File: src/rtl/uart_rx_ctrl.sv
// uart_rx_ctrl: UART receive frame sequencer; drives edge/bit counters, checker enables,
// deserializer strobe and end-of-frame status pulses.
module uart_rx_ctrl #(
  parameter int PRESCALE_WIDTH = 6
) (
  input  logic                      CLK,
  input  logic                      RST,
  input  logic                      RX_IN,
  input  logic                      PAR_EN,
  input  logic [PRESCALE_WIDTH-1:0] Prescale,
  input  logic                      Strt_Glitch,
  input  logic                      Par_Err,
  input  logic                      Stp_Err,
  output logic [PRESCALE_WIDTH-1:0] Edge_Cnt,
  output logic [3:0]                Bit_Cnt,
  output logic                      Dat_Samp_En,
  output logic                      Strt_Chk_En,
  output logic                      Par_Chk_En,
  output logic                      Stp_Chk_En,
  output logic                      Deser_En,
  output logic                      Busy,
  output logic                      Data_Valid,
  output logic                      Frame_Err,
  output logic                      Parity_Err
);
  typedef enum logic [2:0] {IDLE, START, DATA, PARITY, STOP} state_t;
  state_t                    r_state;
  logic [PRESCALE_WIDTH-1:0] r_edge_cnt;
  logic [3:0]                r_bit_cnt;
  logic                      r_par_en;
  logic                      r_par_flag;
  logic                      r_deser_en;
  logic                      r_data_valid;
  logic                      r_frame_err;
  logic                      r_parity_err;
  logic                      w_eob;
  logic                      w_sp;
  assign w_eob = r_edge_cnt == Prescale - PRESCALE_WIDTH'(1);
  assign w_sp  = r_edge_cnt == (Prescale >> 1) + PRESCALE_WIDTH'(2);
  // Deser_En is registered one cycle after the sample point, so it lands on SP+1
  always_ff @(posedge CLK or negedge RST) begin
    if (!RST) begin
      r_state      <= IDLE;
      r_edge_cnt   <= '0;
      r_bit_cnt    <= '0;
      r_par_en     <= 1'b0;
      r_par_flag   <= 1'b0;
      r_deser_en   <= 1'b0;
      r_data_valid <= 1'b0;
      r_frame_err  <= 1'b0;
      r_parity_err <= 1'b0;
    end else begin
      r_data_valid <= 1'b0;
      r_frame_err  <= 1'b0;
      r_parity_err <= 1'b0;
      r_deser_en   <= (r_state == DATA) && w_sp;
      r_edge_cnt   <= (r_state == IDLE || w_eob) ? '0 : r_edge_cnt + PRESCALE_WIDTH'(1);
      case (r_state)
        IDLE: if (!RX_IN) begin
          r_state  <= START;
          r_par_en <= PAR_EN;
        end
        START: if (w_eob) begin
          r_state   <= Strt_Glitch ? IDLE : DATA;
          r_bit_cnt <= '0;
        end
        DATA: if (w_eob) begin
          if (r_bit_cnt == 4'd7) r_state <= r_par_en ? PARITY : STOP;
          else r_bit_cnt <= r_bit_cnt + 4'd1;
        end
        PARITY: if (w_eob) begin
          r_par_flag <= Par_Err;
          r_state    <= STOP;
        end
        STOP: if (w_eob) begin
          r_frame_err  <= Stp_Err;
          r_parity_err <= r_par_flag;
          r_data_valid <= !Stp_Err && !r_par_flag;
          r_par_flag   <= 1'b0;
          r_state      <= IDLE;
        end
        default: r_state <= IDLE;
      endcase
    end
  end
  assign Edge_Cnt    = r_edge_cnt;
  assign Bit_Cnt     = r_bit_cnt;
  assign Busy        = r_state != IDLE;
  assign Dat_Samp_En = Busy;
  assign Strt_Chk_En = r_state == START;
  assign Par_Chk_En  = r_state == PARITY;
  assign Stp_Chk_En  = r_state == STOP;
  assign Deser_En    = r_deser_en;
  assign Data_Valid  = r_data_valid;
  assign Frame_Err   = r_frame_err;
  assign Parity_Err  = r_parity_err;
endmodule

File: config.mk
export PLATFORM = sky130hd
export DESIGN_NAME = uart_rx_ctrl
export DESIGN_NICKNAME = d
export VERILOG_FILES = /design/src/rtl/uart_rx_ctrl.sv
export SDC_FILE = /design/constraint.sdc
export NUM_CORES = 1
export LEC_CHECK = 0
export BUFFER_PORTS_ARGS = -buffer_cell sky130_fd_sc_hd__buf_2
export CAP_MARGIN = 10
export CORE_ASPECT_RATIO = 1.1
export CORE_UTILIZATION = 47
export CTS_CLUSTER_SIZE = 12
export DETAILED_ROUTE_END_ITERATION = 16
export PLACE_DENSITY = 0.77
export RECOVER_POWER = 100
export SLEW_MARGIN = 20
export SYNTH_ARGS = -nofsm -noshare
export SYNTH_HDL_FRONTEND = slang
export SYNTH_SLANG_ARGS = --single-unit
File: constraint.sdc
create_clock -name CLK -period 2.4 [get_ports CLK]
set_clock_uncertainty 0.15 [all_clocks]
set_input_delay 0.12 -clock CLK [delete_from_list [all_inputs] [get_ports CLK]]
set_output_delay 0.12 -clock CLK [all_outputs]
set_load 0.01 [all_outputs]
# After elaboration in Yosys (flattened, before gate mapping)
# Cells that the tools add are included.
[word_totals]
regBits = 19
output_inout_bits = 19
in_bits = 13
[classes]
n_mux = 23
bitwise_logic = 1
n_eq_ne = 14
addsub = 4
reduce_logical = 13
[op_table]
columns = ["op", "count"]
rows = [
  ["$mux W3", 7],
  ["$pmux W3 S5", 1],
  ["$eq A6 B6 Y1", 2],
  ["$mux W4", 3],
  ["$mux W1", 8],
  ["$ne A2 B1 Y1 const B", 4],
  ["$pmux W4 S2", 1],
  ["$add A5 B2 Y6 const B", 1],
  ["$add A6 B1 Y6 const B", 1],
  ["$eq A3 B2 Y1 const B", 2],
  ["$mux W6", 1],
  ["$ne A2 B2 Y1 const B", 3],
  ["$reduce_and A6 Y1", 1],
  ["$sub A6 B1 Y6 const B", 1],
  ["$add A4 B1 Y4 const B", 1],
  ["$eq A4 B3 Y1 const B", 1],
  ["$reduce_and A4 Y1", 1],
  ["$reduce_bool A2 Y1", 2],
  ["$eq A3 B1 Y1 const B", 1],
  ["$eq A3 B3 Y1 const B", 1],
  ["$logic_not A3 Y1", 1],
  ["$reduce_and A3 Y1", 1],
  ["$reduce_bool A3 Y1", 1],
  ["$logic_and A1 B1 Y1", 2],
  ["6 further kinds", 7],
]

# Longest topological paths before layout
[depth]
depth_word = 4
ltp_mapped = 9

# Worst setup path before layout
# No wires, ideal clock.
[synth_timing]
path_kind = "register to register"
start = "register r_edge_cnt[5] (netlist: Edge_Cnt[5])"
end = "register r_bit_cnt[2] (netlist: Bit_Cnt[2])"
n_path_buf = 0
path_stages_with_launch = 6
setup_slack_ps = 123
setup_time_ps = 121
arrival_ps = 2006
cell_sequence = "dfrtp_1 xnor2_1 or4_4 and2_4 or4_1 a22o_1"
[synth_between]
elab_chain_cells = 3
[synth_lines]
columns = ["element", "line_no", "text"]
rows = [
  ["from (decl)", "28", "logic [PRESCALE_WIDTH-1:0] r_edge_cnt;"],
  ["from (signal assigned)", "57", "r_edge_cnt <= (r_state == IDLE || w_eob) ? '0 : r_edge_cnt + PRESCALE_WIDTH'(1);"],
  ["$eq A6 B6 Y1 *", "38", "assign w_eob = r_edge_cnt == Prescale - PRESCALE_WIDTH'(1);"],
  ["$ne A2 B2 Y1 (no source line) or $ne A2 B1 Y1 (tied branches)", "--", ""],
  ["$reduce_and A4 Y1 (no source line) *", "--", ""],
  ["to (signal assigned)", "69", "else r_bit_cnt <= r_bit_cnt + 4'd1;"],
  ["to (decl)", "29", "logic [3:0] r_bit_cnt;"],
]
# Every way passes the cells marked *; elsewhere a longest branch is shown, timed or not.
# A chain may end at the register's enable or synchronous reset.

# Worst setup path in the final report
[layout_timing]
start = "register r_edge_cnt[4] (netlist: Edge_Cnt[4])"
end = "register r_state[0]"
[layout_between]
elab_chain_cells = 3
[layout_lines]
columns = ["element", "line_no", "text"]
rows = [
  ["$eq A6 B6 Y1 *", "38", ""],
  ["$ne A2 B2 Y1 (no source line) or $ne A2 B1 Y1 (tied branches)", "--", ""],
  ["$reduce_and A6 Y1 (no source line) *", "--", ""],
  ["to (signal assigned)", "64", "r_state <= Strt_Glitch ? IDLE : DATA;"],
  ["to (signal assigned)", "68", "if (r_bit_cnt == 4'd7) r_state <= r_par_en ? PARITY : STOP;"],
  ["to (decl)", "27", "state_t r_state;"],
]
# Marks and branches as above.

==> results.cfg <==
[run_status]
status = complete, no violations

[clocking]
htreeDepth = 1
cts_sinks = 19
root_buffer = clkbuf_4
cts_buffers = 3
clock_latency_ns = 0.30
clkTransAtPathRegs_ns = 0.11
clk_path_buf_depth = 2
cts_tree = yes

[final_layout]
fill_cells = 236
multi_input_area_um2 = 752.0
layout-drive-gt1-share_pct = 18.18
n_antenna_cell = 0
regArea_um2 = 475.5
area_growth_pct = 19.79
num-nets-final = 196

[logic_synthesis]
syn-cell-area_mm2 = 0.001284
syn_area_per_cell_um2 = 9.370
synth_seq_cells = 19
yosysSeqAreaShare_pct = 37.04
syn-instance-count = 137
syn-num-nets = 156
yosys_warnings = 0
synth_cell_types = 43

[sta]
timing.final.crit_share_pct = 96.60
fin_hold_ws_ns = 0.01577
period_needed_ns = 2.318
finalHoldViolations = 0
slew_headroom_pct = 33.65
finalSetupTns_ns = 0
grt_setup_unrepaired = false
worstMarginPinSlew_ns = 0.9953
fmax_mhz = 431.3
drv_slew = 0
setup_violations = 0

[power]
peakVddDrop_mv = 0.6815
power_frac_seq_pct = 38.2
p_clk_share_pct = 12.1
power_leakage_nw = 0.6852
powerDensity_mw_per_mm2 = 897.5
switching_power_mw = 0.6000
intPower_mw = 0.7801
total_power_mw = 1.380
comb_power_share_pct = 49.7
power.share.switching_pct = 43.47

[setup_path]
path_max_fanout = 6
end_kind = flop
path_class = flop to flop
startpoint_type = flop
worstPathArrival_ns = 2.39
crit_required_ns = 2.47

[global_routing]
grt_pass1_wl_um = 4464
grt_max_degree = 20
first_global_vias = 1041
antenna_found_initial = 0
grt_overflow = 0
grt_util_all_layers_pct = 20.94

[min_path]
hold_path_class = input port to flop

[route]
drtAntennaViolNets = 0
vias = 1119
finalWirelength_um = 2731
drc = 0
first_pass_iters = 4
detail_route.iter0.violations = 17
routedWlPerCell_um = 13.19
vias_per_cell = 5.406

[place]
place_congestion = 0.8644
hpwl_um = 2159
io_buffers = 31

[floorplan]
die_h_um = 56.82
dieArea_mm2 = 0.002945
start_util_pct = 50.47
die_w_um = 51.83
coreArea_mm2 = 0.002544
rows = 19
boundaryPins = 32

[flow_run]
drv_cap = 0
[registers in the layout, indices dropped and copies added, names as in the netlist]
register and flops:
Bit_Cnt 4, Frame_Err 1, r_state 3, Edge_Cnt 6, Deser_En 1, Parity_Err 1, Data_Valid 1, r_par_flag 1
r_par_en 1
[logic make-up after synthesis]
| group | share of synthesized area (%) |
|---|---|
| xor gates and xnor gates | 12.28 |
| and+or+nand+nor | 26.51 |
| AOI/OAI and AO/OA | 10.14 |
| DFF | 37.04 |
| muxes | 3.314 |
| buffers and inverters | 4.874 |
| adders and majority gates | 5.848 |
[layer usage]
metal  share of wire [%]  vias to the layer above  global-route usage (%)
met3                 3.7                        4                   3.252
met2                  50                       25                   36.81
met4                 1.4                        0                   8.108
met5                   0                        -                       0
li1                    -                      558                       -
met1                  45                      532                   24.70
[repair_timing]
action                                  CTS  global route
resized for setup                         0             1
setup buffers                             0             1
hold buffers                              4             0
hold endpoints to repair                 23             0
endpoints found under the setup margin    0             3
[cell type report]
class                   instances  area share (%)
clock buffers                   3           1.465
clock inverters                 1          0.4882
inverters                      10           2.441
multi-input cells             103           48.90
flip-flops and latches         19           30.92
well taps                      31           2.522
repair buffers                 40           13.26
[final timing paths]
check / start / end / slack, ns / cells past startpoint
max: Edge_Cnt[4]$_DFF_PN0_ / r_state[0]$_DFFE_PN0P_ / 0.08 / 5
min: Prescale[1] / Deser_En$_DFF_PN0_ / 0.02 / 4
max reg2reg: Edge_Cnt[4]$_DFF_PN0_ / r_state[0]$_DFFE_PN0P_ / 0.08 / 5
min reg2reg: r_par_flag$_DFFE_PN0P_ / Data_Valid$_DFF_PN0_ / 0.32 / 1
max in group asynchronous: RST / Edge_Cnt[3]$_DFF_PN0_ / 1.17 / 2
min in group asynchronous: RST / r_state[2]$_DFFE_PN0P_ / 0.33 / 2
[Yosys cell counts]
cell type  count  area [um^2]
o211ai_1       1        7.510
nor2_1         8        30.03
and4_1         1        8.760
mux2_2         2        22.52
inv_1         10        37.54
or4_4          2        22.52
o31ai_1        1        7.510
mux2i_1        2        20.02
nand2b_1       4        25.02
nor3b_1        3        22.52
or2_1          1        6.260
a221oi_1       1        8.760
clkbuf_1       2        7.510
ha_1           6        75.07
nand4_1        2        12.51
nor2b_1        2        12.51
buf_4          1        7.510
and2_4         1        8.760
nor3_1         8        40.04
nor4b_1        1        8.760
a221oi_2       1        15.01
nor4_1         3        18.77
and2_1         1        6.260
xnor2_1       13        113.9
or4_1          1        7.510
nand2_1        8        30.03
a21oi_1        2        10.01
o21a_1         1        7.510
a31o_2         1        8.760
or2_2          1        6.260
nand3b_1       1        7.510
or3_4          1        11.26
o41ai_1        1        8.760
nand3_1        6        30.03
a211oi_2       1        12.51
buf_2          2        10.01
or3_1          1        6.260
and3_1         3        18.77
a22o_1         2        17.52
o41a_1         1        11.26
dfrtp_1       19        475.5
o21ai_0        3        15.01
xor2_1         5        43.79
[cell usage in the layout (no fill, tap or decap), types with 2 or more instances in the layout]
cell	synthesis	routed
dfrtp_1	19	19
clkbuf_1	2	19
buf_2	2	14
xnor2_1	13	13
inv_1	10	10
nor3_1	8	8
nand2_1	8	8
nor2_1	8	8
nand3_1	6	6
ha_1	6	6
xor2_1	5	5
nand2b_1	4	4
dlygate4sd3_1	0	4
nor3b_1	3	3
and3_1	3	3
o21ai_0	3	3
clkbuf_4	0	3
buf_4	1	3
nor2b_1	2	2
or4_4	2	2
a21oi_1	2	2
nand4_1	2	2
nor4_1	3	2
a22o_1	2	2
mux2i_1	2	2
mux2_2	2	2
[critical path, cell delays in order, from the launching register on]
cell,delay [ns]
dfrtp_1,0.47
xnor2_1,0.17
and3_1,0.20
or3_1,0.45
or4_4,0.53
a221oi_2,0.25
[power groups by stage]
stage	Combinational, mW	Sequential, mW	Clock, mW
2_1_floorplan	0.471	0.535	0
3_3_place_gp	0.678	0.527	0
3_5_place_dp	0.697	0.533	0
4_1_cts	0.705	0.526	0.174
5_1_grt	0.755	0.544	0.194
6_report	0.685	0.528	0.167
[through the flow]
stage / util [%] / cell area, um^2 / setup WS (ns) / std cells
floorplan: - / 1284 / 0.1231 / 137
global placement: 58.29 / 1483 / 0.1298 / 198
detailed placement: 58.29 / 1483 / 0.03406 / 198
CTS: 61.04 / 1553 / 0.02349 / 206
global route: 60.45 / 1538 / 0.01902 / 207
finish: 60.45 / 1538 / 0.08162 / 207
Power figures use the tool's default switching activity.
